## src/rtl/fifo_rd_sched.sv

```systemverilog
// fifo_rd_sched: read-side scheduler for the async FIFO read domain.
// Shares the FIFO read port among NUM_REQ consumers with round-robin
// arbitration and bounded bursts. It never strobes an empty FIFO, and it
// tags every returned word with the consumer that issued the read.
// Optional build macro: FIFO_SCHED_PRIO_EN makes req[0] a high-priority
// consumer. Other owners' bursts are cut to one word while req[0] is high,
// and round-robin then runs among req[NUM_REQ-1:1] only.
module fifo_rd_sched #(
  parameter int NUM_REQ   = 4,
  parameter int DATA_W    = 8,
  parameter int BURST_MAX = 4
) (
  input  logic                clk_r,
  input  logic                reset,
  input  logic                fifo_empty,
  input  logic [DATA_W-1:0]   fifo_data,
  output logic                fifo_rd_en,
  input  logic [NUM_REQ-1:0]  req,
  output logic [NUM_REQ-1:0]  grant,
  output logic [DATA_W-1:0]   data_o,
  output logic [NUM_REQ-1:0]  valid_o,
  output logic                busy
);

  localparam int OW = (NUM_REQ > 1) ? $clog2(NUM_REQ) : 1;
  localparam int BW = $clog2(BURST_MAX + 1);

`ifdef FIFO_SCHED_PRIO_EN
  localparam bit PRIO_EN = 1'b1;
`else
  localparam bit PRIO_EN = 1'b0;
`endif

  typedef enum logic [0:0] {
    ST_IDLE  = 1'b0,
    ST_BURST = 1'b1
  } state_t;

  // Registers
  state_t              r_state;
  logic [NUM_REQ-1:0]  r_grant;
  logic [OW-1:0]       r_owner;
  logic [BW-1:0]       r_beat_cnt;
  logic [OW-1:0]       r_last_owner;
  logic                r_busy;
  logic                r_p1_vld;      // a read was strobed last cycle
  logic [OW-1:0]       r_p1_owner;    // owner tag travelling with that read
  logic [DATA_W-1:0]   r_data;
  logic [NUM_REQ-1:0]  r_valid;

  // Combinational
  state_t              w_state_nxt;
  logic [NUM_REQ-1:0]  w_grant_nxt;
  logic [OW-1:0]       w_owner_nxt;
  logic [BW-1:0]       w_beat_nxt;
  logic [OW-1:0]       w_last_nxt;
  logic [OW:0]         w_arb;         // {found, picked index}
  logic                w_rd_en;
  logic [BW-1:0]       w_beat_inc;
  logic                w_cut;
  logic                w_exit;

  // Index base+step wrapped into 0..NUM_REQ-1. Since step <= NUM_REQ and
  // base < NUM_REQ, a single subtraction is enough.
  function automatic logic [OW-1:0] wrap_idx(input logic [OW-1:0] base, input int step);
    int s;
    s = int'(base) + step;
    s = (s >= NUM_REQ) ? (s - NUM_REQ) : s;
    return s[OW-1:0];
  endfunction

  function automatic logic [NUM_REQ-1:0] onehot(input logic [OW-1:0] idx);
    logic [NUM_REQ-1:0] v;
    v      = {NUM_REQ{1'b0}};
    v[idx] = 1'b1;
    return v;
  endfunction

  // Scans from last+1 upward and returns the first requester. Under priority
  // mode, index 0 is skipped in the scan and instead overrides the result.
  function automatic logic [OW:0] rr_pick(input logic [NUM_REQ-1:0] rq,
                                          input logic [OW-1:0]      last);
    logic          found;
    logic          hit;
    logic [OW-1:0] pick;
    logic [OW-1:0] cand;
    found = 1'b0;
    pick  = last;
    for (int i = 1; i <= NUM_REQ; i++) begin
      cand  = wrap_idx(last, i);
      hit   = ~found & rq[cand] & ~(PRIO_EN & (cand == {OW{1'b0}}));
      pick  = hit ? cand : pick;
      found = found | hit;
    end
    pick  = (PRIO_EN && rq[0]) ? {OW{1'b0}} : pick;
    found = found | (PRIO_EN & rq[0]);
    return {found, pick};
  endfunction

  assign w_arb      = rr_pick(req, r_last_owner);
  assign w_rd_en    = (r_state == ST_BURST) & req[r_owner] & ~fifo_empty &
                      (r_beat_cnt < BW'(BURST_MAX));
  assign w_beat_inc = r_beat_cnt + BW'(w_rd_en);
  assign w_cut      = PRIO_EN & req[0] & (r_owner != {OW{1'b0}}) & w_rd_en;
  assign w_exit     = (w_beat_inc == BW'(BURST_MAX)) | ~req[r_owner] | fifo_empty | w_cut;

  assign fifo_rd_en = w_rd_en;
  assign grant      = r_grant;
  assign data_o     = r_data;
  assign valid_o    = r_valid;
  assign busy       = r_busy;

  // Next-state logic: arbitrate in IDLE, count beats and decide exit in BURST
  always_comb begin
    w_state_nxt = r_state;
    w_grant_nxt = r_grant;
    w_owner_nxt = r_owner;
    w_beat_nxt  = r_beat_cnt;
    w_last_nxt  = r_last_owner;
    case (r_state)
      ST_IDLE: begin
        if (w_arb[OW] && !fifo_empty) begin
          w_state_nxt = ST_BURST;
          w_owner_nxt = w_arb[OW-1:0];
          w_grant_nxt = onehot(w_arb[OW-1:0]);
          w_beat_nxt  = {BW{1'b0}};
        end else begin
          w_state_nxt = ST_IDLE;
        end
      end
      ST_BURST: begin
        w_beat_nxt = w_beat_inc;
        if (w_exit) begin
          w_state_nxt = ST_IDLE;
          w_last_nxt  = r_owner;
          w_grant_nxt = {NUM_REQ{1'b0}};
        end else begin
          w_state_nxt = ST_BURST;
        end
      end
      default: begin
        w_state_nxt = ST_IDLE;
        w_grant_nxt = {NUM_REQ{1'b0}};
        w_beat_nxt  = {BW{1'b0}};
      end
    endcase
  end

  // Scheduler state register
  always_ff @(posedge clk_r) begin
    if (reset) begin
      r_state      <= ST_IDLE;
      r_grant      <= {NUM_REQ{1'b0}};
      r_owner      <= {OW{1'b0}};
      r_beat_cnt   <= {BW{1'b0}};
      r_last_owner <= OW'(NUM_REQ - 1);
      r_busy       <= 1'b0;
    end else begin
      r_state      <= w_state_nxt;
      r_grant      <= w_grant_nxt;
      r_owner      <= w_owner_nxt;
      r_beat_cnt   <= w_beat_nxt;
      r_last_owner <= w_last_nxt;
      r_busy       <= (w_state_nxt == ST_BURST);
    end
  end

  // Return path: the owner tag follows the strobe, so words reach the right
  // consumer even after the grant has moved on
  always_ff @(posedge clk_r) begin
    if (reset) begin
      r_p1_vld   <= 1'b0;
      r_p1_owner <= {OW{1'b0}};
      r_data     <= {DATA_W{1'b0}};
      r_valid    <= {NUM_REQ{1'b0}};
    end else begin
      r_p1_vld   <= w_rd_en;
      r_p1_owner <= r_owner;
      if (r_p1_vld) begin
        r_data  <= fifo_data;
        r_valid <= onehot(r_p1_owner);
      end else begin
        r_data  <= r_data;
        r_valid <= {NUM_REQ{1'b0}};
      end
    end
  end

endmodule

```

## config.mk

```make
export PLATFORM = sky130hd
export DESIGN_NAME = fifo_rd_sched
export DESIGN_NICKNAME = d
export VERILOG_FILES = /design/src/rtl/fifo_rd_sched.sv
export SDC_FILE = /design/constraint.sdc
export NUM_CORES = 1
export LEC_CHECK = 0
export ABC_AREA = 0
export CORE_MARGIN = 4
export CORE_UTILIZATION = 45
export DETAILED_ROUTE_END_ITERATION = 8
export MAX_ROUTING_LAYER = met4
export PLACE_DENSITY = 0.76
export SLEW_MARGIN = 5
export SYNTH_ARGS = -nofsm -noshare
export SYNTH_HDL_FRONTEND = slang
export SYNTH_SLANG_ARGS = --single-unit
```

## constraint.sdc

```tcl
create_clock -name clk_r -period 4.4 [get_ports clk_r]
set_input_delay 0.88 -clock clk_r [delete_from_list [all_inputs] [get_ports clk_r]]
set_output_delay 0.88 -clock clk_r [all_outputs]
set_load 0.02 [all_outputs]
```

Yosys cells after proc, flatten, opt, wreduce, memory -nomap -nowiden
Index checks and enable logic that the tools add are counted.

word-level totals
  word-level logic and storage cells = 91
  output and inout port bits = 18
  register bits after elaboration = 27

operators by class
  order comparisons = 14
  multiplexer cells = 30
  add/sub/neg operators = 9
  equality and inequality tests = 3
  reductions and logical operators = 8
  bitwise logic cells = 18

operator list
  cell                                                                                  number
  2-bit by 3-bit less-than comparator with 1-bit output (second input constant)         7
  2-bit 2-to-1 mux                                                                      8
  1-bit binary-select mux with 2-bit select                                             5
  3-bit greater-or-equal comparator (second input constant)                             3
  1-bit 2-to-1 mux                                                                      9
  4-bit 2-to-1 mux                                                                      2
  4-bit one-hot mux with 2 select lines                                                 1
  2-bit by 1-bit subtractor with 2-bit output (second input constant)                   4
  1-bit NOT                                                                             7
  2-bit by 2-bit adder with 3-bit output (second input constant)                        2
  1-bit AND                                                                             6
  3-bit one-hot mux with 2 select lines                                                 1
  2-bit AND reduction                                                                   3
  1-bit OR                                                                              5
  2-bit by 3-bit adder with 4-bit output (second input constant)                        1
  1-bit demux with 2-bit select                                                         2
  2-bit by 1-bit greater-or-equal comparator with 1-bit output (second input constant)  2
  4-bit by 3-bit greater-or-equal comparator with 1-bit output (second input constant)  1
  2-bit by 1-bit adder with 3-bit output (second input constant)                        1
  3-bit by 1-bit adder with 3-bit output                                                1
  3-bit equality test (second input constant)                                           1
  1-bit logical AND                                                                     3
  3-bit less-than comparator (second input constant)                                    1
  3-bit 2-to-1 mux                                                                      1
  5 further kinds                                                                       5

Depth between registers and ports, before layout
Gate-level depths: netlist of run 1.

  depth after elaboration = 20
  gate-level depth with buffers = 10
  gate-level depth less buffers = 10

Worst setup path after synthesis of run 1
No wires, ideal clock.

  kind = input port to flip-flop
  start point = in fifo_empty
  end point = reg r_grant[1], in the netlist grant[1]
  library setup time = 0.134 ns
  setup slack = 1.289 ns
  data arrival time = 2.977 ns
  data required time = 4.266 ns
  stages = 9
  cell sequence = or2_2 > o22ai_4 > nand2_1 > nor2_1 > ha_1 > ha_1 > or3_4 > a31oi_4 > o32ai_1

on the way
  cells in the longest elaborated chain, start to end = 9
  elaborated cells between the ends (all ways) = 12
  those cells by class = 1 x add/sub; 3 x eq/ne; 5 x bitwise; 3 x reduce/logical

ends and longest elaborated chain
  element                                                            line  source
  start: declaration                                                 15    input logic fifo_empty,
  1-bit NOT                                                          101   assign w_rd_en = (r_state == ST_BURST) & req[r_owner] & ~fifo_empty &
  1-bit AND (2 in a row)                                             101
  via fifo_rd_en                                                     17    output logic fifo_rd_en,
  3-bit by 1-bit adder with 3-bit output                             103   assign w_beat_inc = r_beat_cnt + BW'(w_rd_en);
  3-bit equality test                                                105   assign w_exit = (w_beat_inc == BW'(BURST_MAX)) | ~req[r_owner] | fifo_empty | w_cut;
  1-bit OR (2 in a row)                                              105
  2-bit by 1-bit inequality test with 1-bit output (no source line)  -
  2-bit AND reduction (no source line)                               -
  end signal: assignment                                             153   r_grant <= {NUM_REQ{1'b0}};
  end signal: assignment                                             160   r_grant <= w_grant_nxt;
  end: declaration                                                   41    logic [NUM_REQ-1:0] r_grant;

The timed path passes the listed nets, and every way through them passes these cells.
A chain may end at the register's enable or synchronous reset.

Worst setup path after layout of run 1
  start point = in fifo_empty
  end point = out fifo_rd_en

on the way
  cells in the longest elaborated chain, start to end = 3

ends and longest elaborated chain
  element                 line
  1-bit NOT               101
  1-bit AND (2 in a row)  101
  end: declaration        17

Every way passes these cells.

==> results of run 1 <==
[registers in the layout, indices dropped and copies added, names as in the netlist]
signal,flops
grant,4
r_owner,2
data_o,8
r_p1_owner,2
busy,1
r_last_owner,2
valid_o,4
r_beat_cnt,3
r_p1_vld,1
[routing by layer]
layer,track usage,vias up
li1,-,478
met3,0.0261,4
met1,0.170,445
met2,0.282,14
met4,0.0485,0
met5,-,-
[worst max-delay path by stage]
stage,startpoint,to,slack [ns],depth (start not counted)
global placement,fifo_empty,fifo_rd_en,0.71,6
CTS,fifo_empty,fifo_rd_en,0.69,6
finish,fifo_empty,fifo_rd_en,0.68,6
global route,fifo_empty,fifo_rd_en,0.59,6
detailed placement,fifo_empty,fifo_rd_en,0.70,6
floorplan,fifo_empty,grant[1],1.29,9
[where the power goes]
part | switching (mW) | internal [mW] | total (mW)
clock network | 0.0713 | 0.0347 | 0.106
logic | 0.0364 | 0.0388 | 0.0752
registers | 0.0104 | 0.253 | 0.263
total | 0.118 | 0.327 | 0.445
[layout by cell type, fill, tap and decap left out]
| cell | count |
|---|---|
| sky130_fd_sc_hd__nand3b_1 | 1 |
| sky130_fd_sc_hd__xnor2_1 | 1 |
| sky130_fd_sc_hd__a21oi_1 | 2 |
| sky130_fd_sc_hd__or3b_1 | 1 |
| sky130_fd_sc_hd__o221ai_2 | 1 |
| sky130_fd_sc_hd__dfxtp_1 | 27 |
| sky130_fd_sc_hd__o221ai_1 | 1 |
| sky130_fd_sc_hd__nand2b_1 | 3 |
| sky130_fd_sc_hd__nor3b_1 | 2 |
| sky130_fd_sc_hd__mux2i_1 | 12 |
| sky130_fd_sc_hd__a22oi_1 | 2 |
| sky130_fd_sc_hd__nand2_1 | 5 |
| sky130_fd_sc_hd__inv_1 | 8 |
| sky130_fd_sc_hd__nor4_4 | 1 |
| sky130_fd_sc_hd__or2_2 | 1 |
| sky130_fd_sc_hd__o22ai_4 | 1 |
| sky130_fd_sc_hd__clkinvlp_4 | 1 |
| sky130_fd_sc_hd__a21oi_2 | 1 |
| sky130_fd_sc_hd__o32ai_1 | 4 |
| sky130_fd_sc_hd__and2_4 | 1 |
| sky130_fd_sc_hd__o21ai_0 | 1 |
| sky130_fd_sc_hd__a21o_1 | 1 |
| sky130_fd_sc_hd__nor3_4 | 1 |
| sky130_fd_sc_hd__ha_1 | 2 |
| sky130_fd_sc_hd__clkdlybuf4s50_1 | 32 |
| sky130_fd_sc_hd__nand3_1 | 1 |
| sky130_fd_sc_hd__clkbuf_4 | 3 |
| sky130_fd_sc_hd__nor2b_1 | 3 |
| sky130_fd_sc_hd__or3_4 | 1 |
| sky130_fd_sc_hd__and3b_1 | 1 |
| sky130_fd_sc_hd__and3_1 | 1 |
| sky130_fd_sc_hd__nor2_1 | 17 |
| sky130_fd_sc_hd__or3_1 | 1 |
| sky130_fd_sc_hd__a211oi_1 | 1 |
| sky130_fd_sc_hd__a31oi_1 | 2 |
| sky130_fd_sc_hd__a31oi_4 | 1 |
| sky130_fd_sc_hd__o21a_1 | 1 |
| sky130_fd_sc_hd__nor3_1 | 4 |
[cell families after synthesis]
logic type / Yosys count
adders and majority gates: 2
AOI/OAI and AO/OA: 19
buffers and inverters: 13
muxes: 12
and+or+nand+nor: 45
DFF: 27
xor gates and xnor gates: 1
[worst max-delay path: stages]
cell	delay, ns
sky130_fd_sc_hd__clkdlybuf4s50_1	0.49
sky130_fd_sc_hd__or2_2	0.33
sky130_fd_sc_hd__o22ai_4	0.24
sky130_fd_sc_hd__nand2_1	0.11
sky130_fd_sc_hd__nor2_1	0.15
sky130_fd_sc_hd__clkdlybuf4s50_1	0.63
[final cells by class]
class | instances | area [um^2]
clock buffer | 3 | 22.5
clock inverter | 1 | 7.51
fill | 208 | 952
inverter | 8 | 30.0
multi-input combinational | 79 | 589
sequential | 27 | 541
tap | 30 | 37.5
timing repair buffer | 32 | 320
[per-stage QoR]
stage,area (um^2),hold slack (ns)
6_report,1550,0.460
5_1_grt,1550,0.489
4_1_cts,1550,0.468
3_5_place_dp,1520,0.448
3_3_place_gp,1520,0.428
2_1_floorplan,1180,0.418
==> summary.md, run 1 <==
Fraction of synthesized cell area taken by the top area cell type: 0.457. The biggest area contributor in the post-synthesis netlist is sky130_fd_sc_hd__dfxtp_1. The run gives 0.619 as the final standard cell utilization of the core. The number of antenna diodes in the final layout is 0.

The via count of the first global-routing pass was 993. The logs give 0.000183 V for the peak supply drop and 0 for the setup-violating endpoint count in the final report. For this block, the routed nets add up to 2.33 mm of wire. The final net count is 168.

The routed wire length per instance came out at 13.0 um. Across all setup checks in the final design, the least slack found is 0.684 ns. The leakage power figure was 0.565 nW; the synthesized instance count was 119. The maximum number of pins on one net before global-route repair is 25. The die is 59.3 um wide. TritonCTS built the clock tree.

Wire segments on met3 add up to 84 um in the final route. 33 I/O pins were placed. Setup repair after global routing left no endpoint under its margin. The worst register-to-register path has a setup slack of 1.90 ns. The flow ran to the end, and the final reports show no timing, DRC or antenna violations. The global-route congestion overflow total came out at 0. In the post-synthesis netlist, the cell with the most instances is sky130_fd_sc_hd__dfxtp_1. The area share of xor/xnor cells in the synthesized design works out to 0.00741. STA classifies the critical path endpoint as a primary output. After clock tree synthesis, the setup repair step added 0 buffers. After synthesis, the netlist uses 37 different library cells. The quantity of I/O buffers inserted on ports is 32, and the count of cells along the worst hold path is 2.

The worst register-to-register path ends at grant[0]. Counting flops and latches in the post-synthesis netlist gives 27. The adder and majority gate portion of the synthesized area came out at 0.0212. Power comes to 0.445 mW.

The multiplexer area fraction after synthesis is 0.102, and the post-synthesis cell area is 1180 um^2. The first-pass GRT wire length is 4.12 mm, and the pre-CTS setup slack is 0.703 ns. Adding up every negative setup slack in the final design gives 0 ns. The run gives 0.742 as the weighted congestion reported at the end of routability-driven placement. The fraction of the yosys area taken by sequential cells is 0.457. The kind of path behind the tightest hold check is register to register. The initial antenna violation count was 0; the total vias in the final route was 941. In this run the critical register-to-register path is launched from r_owner[0]. The fraction of layout instances using a drive strength above 1 works out to 0.0867. The floorplan step defined a die boundary enclosing 3510 um^2.

The path with the worst hold slack has its endpoint at valid_o[2]. In this run the vertical extent of the chip is 59.3 um. Including well taps, the total number of placed cells is 176. Yosys printed 0 warnings.

For this run, the leading register cell type out of synthesis is sky130_fd_sc_hd__dfxtp_1. Buffers inserted during clock tree synthesis total 3. The fraction of the mapped netlist area in simple logic gates works out to 0.221. Clock skew on the completed layout was measured at 0.00512 ns. The max-slew headroom at the worst pin came out at 0.441. For the worst-skew pair, the clock arrives at the later sink with an insertion delay of 0.32 ns. In the routed layout, each cell is associated on average with a via count of 5.23. Standard cell core area: 2500 um^2. Subtracting the final worst setup slack from the clock period gives 3.72 ns. The DRC violation count after routing was 0; the buffer depth of the longest clock path was 2.

The count of pins over their slew limit was 0; the post-route clock period utilization was 0.844. The area growth from synthesis to layout is 30.9%. The met1 wire length was 965 um; the mean post-synth cell area was 9.94 um^2. The tree built by TritonCTS fans out to 27 sinks. The tool flagged a number of max-cap violations equal to 0. Post-synthesis async set-or-reset flop share: 0. The number of nets in the synthesized netlist is 136. In this run the clock root is driven by a sky130_fd_sc_hd__clkbuf_4. Main combinational cell family by area after synthesis: simple AND/OR/NAND/NOR gates. The worst hold path begins at r_p1_owner[1]. Based on the critical path, the design can be clocked at up to 269 MHz. In this run the worst path has a maximum fanout of 5. The clock-pin slew reported for the worst setup and hold paths after clock tree synthesis works out to 0.14 ns. Measured in cells, the most critical reg-to-reg path has a length of 10. The data required time at the worst endpoint was 3.52 ns; the number of nets with antenna violations after detailed routing was 0. By startpoint and endpoint, the worst setup path is classified as input pin to primary output. The worst path arrival time was 2.84 ns; the length of the first detailed-routing pass in iterations was 4. Counting instances in the post-synthesis netlist gives the leading cell types as sky130_fd_sc_hd__dfxtp_1, sky130_fd_sc_hd__nor2_1, sky130_fd_sc_hd__mux2i_1.

At the pin with the least slew margin, the transition time is 0.836 ns. The complex-gate fraction of the synthesized area is 0.147, and the count of flip-flops with a built-in enable after synthesis is 0. For the final-report hold violation count, the log shows 0. The run gives 1.85 mm as the half-perimeter wire length after detailed placement. The violation count after the first detailed-routing iteration came out at 9. Summed over all nets, wire length on met2 after detailed routing comes to 1.26 mm. The power density normalized to cell area came out at 287 nW/um^2.

The logs give 1 for the number of levels the H-tree was split into and 0.156 for the all-layer global routing usage. In this run, post-CTS repair resized a total of 0 instances. The starting utilization of the core area is 0.473, and the total number of placement rows is 18.

The tools report the number of buffers inserted by hold repair at cts as 0. STA classifies the critical path startpoint as an input pin. By area the synthesized netlist is led by sky130_fd_sc_hd__dfxtp_1, sky130_fd_sc_hd__mux2i_1, sky130_fd_sc_hd__nor2_1, sky130_fd_sc_hd__o32ai_1, sky130_fd_sc_hd__inv_1. After detailed routing, no signal wire sits above met4. The finished layout holds 180 standard cells, fillers aside.
Note: power is estimated with default switching activity, not from simulation.
==> run 2: changes to the inputs <==
- CORE_UTILIZATION: 45 -> 42
- PLACE_DENSITY: 0.76 -> 0.74
- clock period: 4.4 -> 3 ns (I/O delays scaled with it)
==> summary.md, run 2 (synthesis gave the netlist of run 1 again) <==
The run finished with clean final reports. The all-layer global routing usage came out at 0.143. The worst register-to-register path ends at grant[1]. The element type at the critical path start is an input pin. The initial antenna violation count was 0.

The path class of the tightest hold or removal check is register to register. Counting the fill cells in the layout gives 245. The overall die width is 61.1 um. Setup repair after global routing left no endpoint under its margin.

The final-report hold violation count came out at 0. Dividing the detail-routed wire length by the instance count gives 12.4 um. The actual slew at the worst max-slew pin is 0.482 ns, and the global-route congestion overflow total is 0. The count of cells along the worst hold path is 1.

The tools report the area of all placed cells without fillers as 1610 um^2. Type of the worst setup path: input pin to primary output. The top cell types in the final layout, fill and taps aside, are sky130_fd_sc_hd__clkdlybuf4s50_1, sky130_fd_sc_hd__dfxtp_1, sky130_fd_sc_hd__nor2_1, sky130_fd_sc_hd__mux2i_1.

Clock tree synthesis selected as its root buffer the cell sky130_fd_sc_hd__clkbuf_4. The count of pins over their slew limit was 0. The first global-routing pass estimated 3.93 mm of wire. The run gives 18 as the maximum number of pins on one net before global-route repair. The logs give 3730 um^2 for the die area and 0 for the number of nets with antenna violations after detailed routing.

Of all nets on the critical path, the largest fanout is 6. For this design the top-level I/O count stands at 33. The number of diodes was 0; the total clock buffers created by CTS was 3. Tracing the worst setup path back leads to its startpoint at req[3].

The worst-case clock skew is 0.0214 ns, and the quantity of I/O buffers inserted on ports is 32. Dividing total power by cell area gives a power density of 413 nW/um^2. The logs give 0.678 for the max-slew headroom at the worst pin and 0.241 for the relative contribution of the clock network to total power.

Summed over all nets, the switching power comes to 0.178 mW. The path depth of the worst reg2reg path was 9; the internal power of the cells was 0.485 mW. In this run the deepest clock path goes through 2 buffers. The critical path ends at fifo_rd_en. Excluding fillers, the count of instances in the completed layout stands at 188. Summing over every cut layer, the via total after detailed routing is 945. The first routing iteration left 8 violations.

Setup violations remaining at the end of the flow were counted as 0. The starting utilization of the core area came out at 0.457. The final net count is 176, and the fraction of layout instances using a drive strength above 1 is 0.133. The flip-flop count of the largest register, all copies and words added works out to 8. From bottom edge to top edge, the die measures 61.1 um.

The area used by multi-input combinational logic was 589 um^2. The post-route minimum period is 2.74 ns, and the clock network latency to the later pin of the worst-skew pair is 0.33 ns. The worst register-to-register path begins at r_owner[0]. After detailed routing, the number of remaining DRC violations is 0. The sequential cells in the finished layout cover a total of 541 um^2. The via count of the first global-routing pass was 886. The standard cell core area was 2590 um^2; the top achievable clock speed was 365 MHz. Leakage power figure: 0.608 nW.

The via density per instance was 5.03. After clock tree synthesis, the clock-pin slew on the worst setup and hold paths is 0.16 ns. The sequential group share of total power was 0.583; the total number of placement rows was 18.

The data required time at the worst endpoint is 2.40 ns. From synthesis to final layout, the design area changed by 35.9%. TritonCTS built the clock tree.

The setup check on the worst reg-to-reg path leaves a slack of 0.55 ns. Leaving out fill and tap cells, the most frequent cell in the layout is sky130_fd_sc_hd__clkdlybuf4s50_1. The number of levels the H-tree was split into is 1, and the weighted congestion reported at the end of routability-driven placement is 0.836. Including well taps, the total number of placed cells is 184. STA classifies the critical path endpoint as a primary output. For the placed instance area, the log shows 1580 um^2. Across the run, the number of max-cap violations was 0.

The switching part of the total power came out at 0.268. The logs give 0.474 ns for the final-layout worst hold slack and 0.176 for the portion of total power attributed to combinational logic. The peak supply drop was 0.000359 V. The worst path arrival time was 2.14 ns. The post-route clock period utilization came out at 0.913. The length of the first detailed-routing pass in iterations is 4, and the sum of routed wire length over all layers is 2.33 mm.

Once detailed placement completed, the half-perimeter wirelength came to 1.85 mm. CTS saw 27 sinks.
-- run 2: timing repair --
item | in CTS | in global routing
setup endpoints to repair | 1 | 0
buffers inserted | 0 | 0
hold buffers | 0 | 0
gates resized for setup | 1 | 0
-- run 2: per-layer routing --
layer | track usage | vias up | part of all wire
li1 | - | 503 | -
met1 | 0.185 | 422 | 0.47
met2 | 0.233 | 18 | 0.49
met3 | 0.0377 | 2 | 0.037
met4 | 0.0186 | 0 | 0.0026
met5 | - | - | 0
-- run 2: power groups by stage --
stage / clock (mW) / combinational (mW) / sequential [mW]
6_report: 0.160 / 0.117 / 0.387
5_1_grt: 0.179 / 0.127 / 0.390
4_1_cts: 0.166 / 0.118 / 0.387
3_5_place_dp: 0 / 0.118 / 0.395
3_3_place_gp: 0 / 0.116 / 0.394
2_1_floorplan: 0 / 0.0646 / 0.393
-- run 2: how the worst min path moves through the flow --
stage,startpoint,to,slack (ns)
3_5_place_dp,r_p1_owner[0],valid_o[0],0.45
6_report,r_p1_owner[0],valid_o[0],0.47
3_3_place_gp,r_p1_owner[0],valid_o[2],0.43
4_1_cts,r_p1_owner[0],valid_o[0],0.47
2_1_floorplan,r_p1_owner[0],valid_o[2],0.42
5_1_grt,r_p1_owner[0],valid_o[2],0.50
-- run 2: stage by stage --
stage          setup TNS [ns]  setup slack [ns]  power (mW)  utilization
4_1_cts                     0             0.252       0.670        0.620
2_1_floorplan               0             0.169       0.458            -
3_5_place_dp           -0.591            -0.112       0.512        0.609
6_report                    0             0.261       0.663        0.620
5_1_grt                     0            0.0925       0.696        0.620
3_3_place_gp          -0.0724           -0.0248       0.510        0.609
-- run 2: worst max-delay path: stages --
cell and delay [ns]:
sky130_fd_sc_hd__clkdlybuf4s50_1 0.60, sky130_fd_sc_hd__mux2i_1 0.17, sky130_fd_sc_hd__o22ai_4 0.15, sky130_fd_sc_hd__nand2_1 0.09, sky130_fd_sc_hd__nor2_1 0.16, sky130_fd_sc_hd__dlygate4sd2_1 0.36
-- run 2: layout make-up --
class / count / share of cell area
Timing Repair Buffer: 40 / 0.236
Inverter: 8 / 0.0187
Multi-Input combinational cell: 79 / 0.367
Clock buffer: 3 / 0.0140
Tap cell: 30 / 0.0234
Clock inverter: 1 / 0.00467
Sequential cell: 27 / 0.336
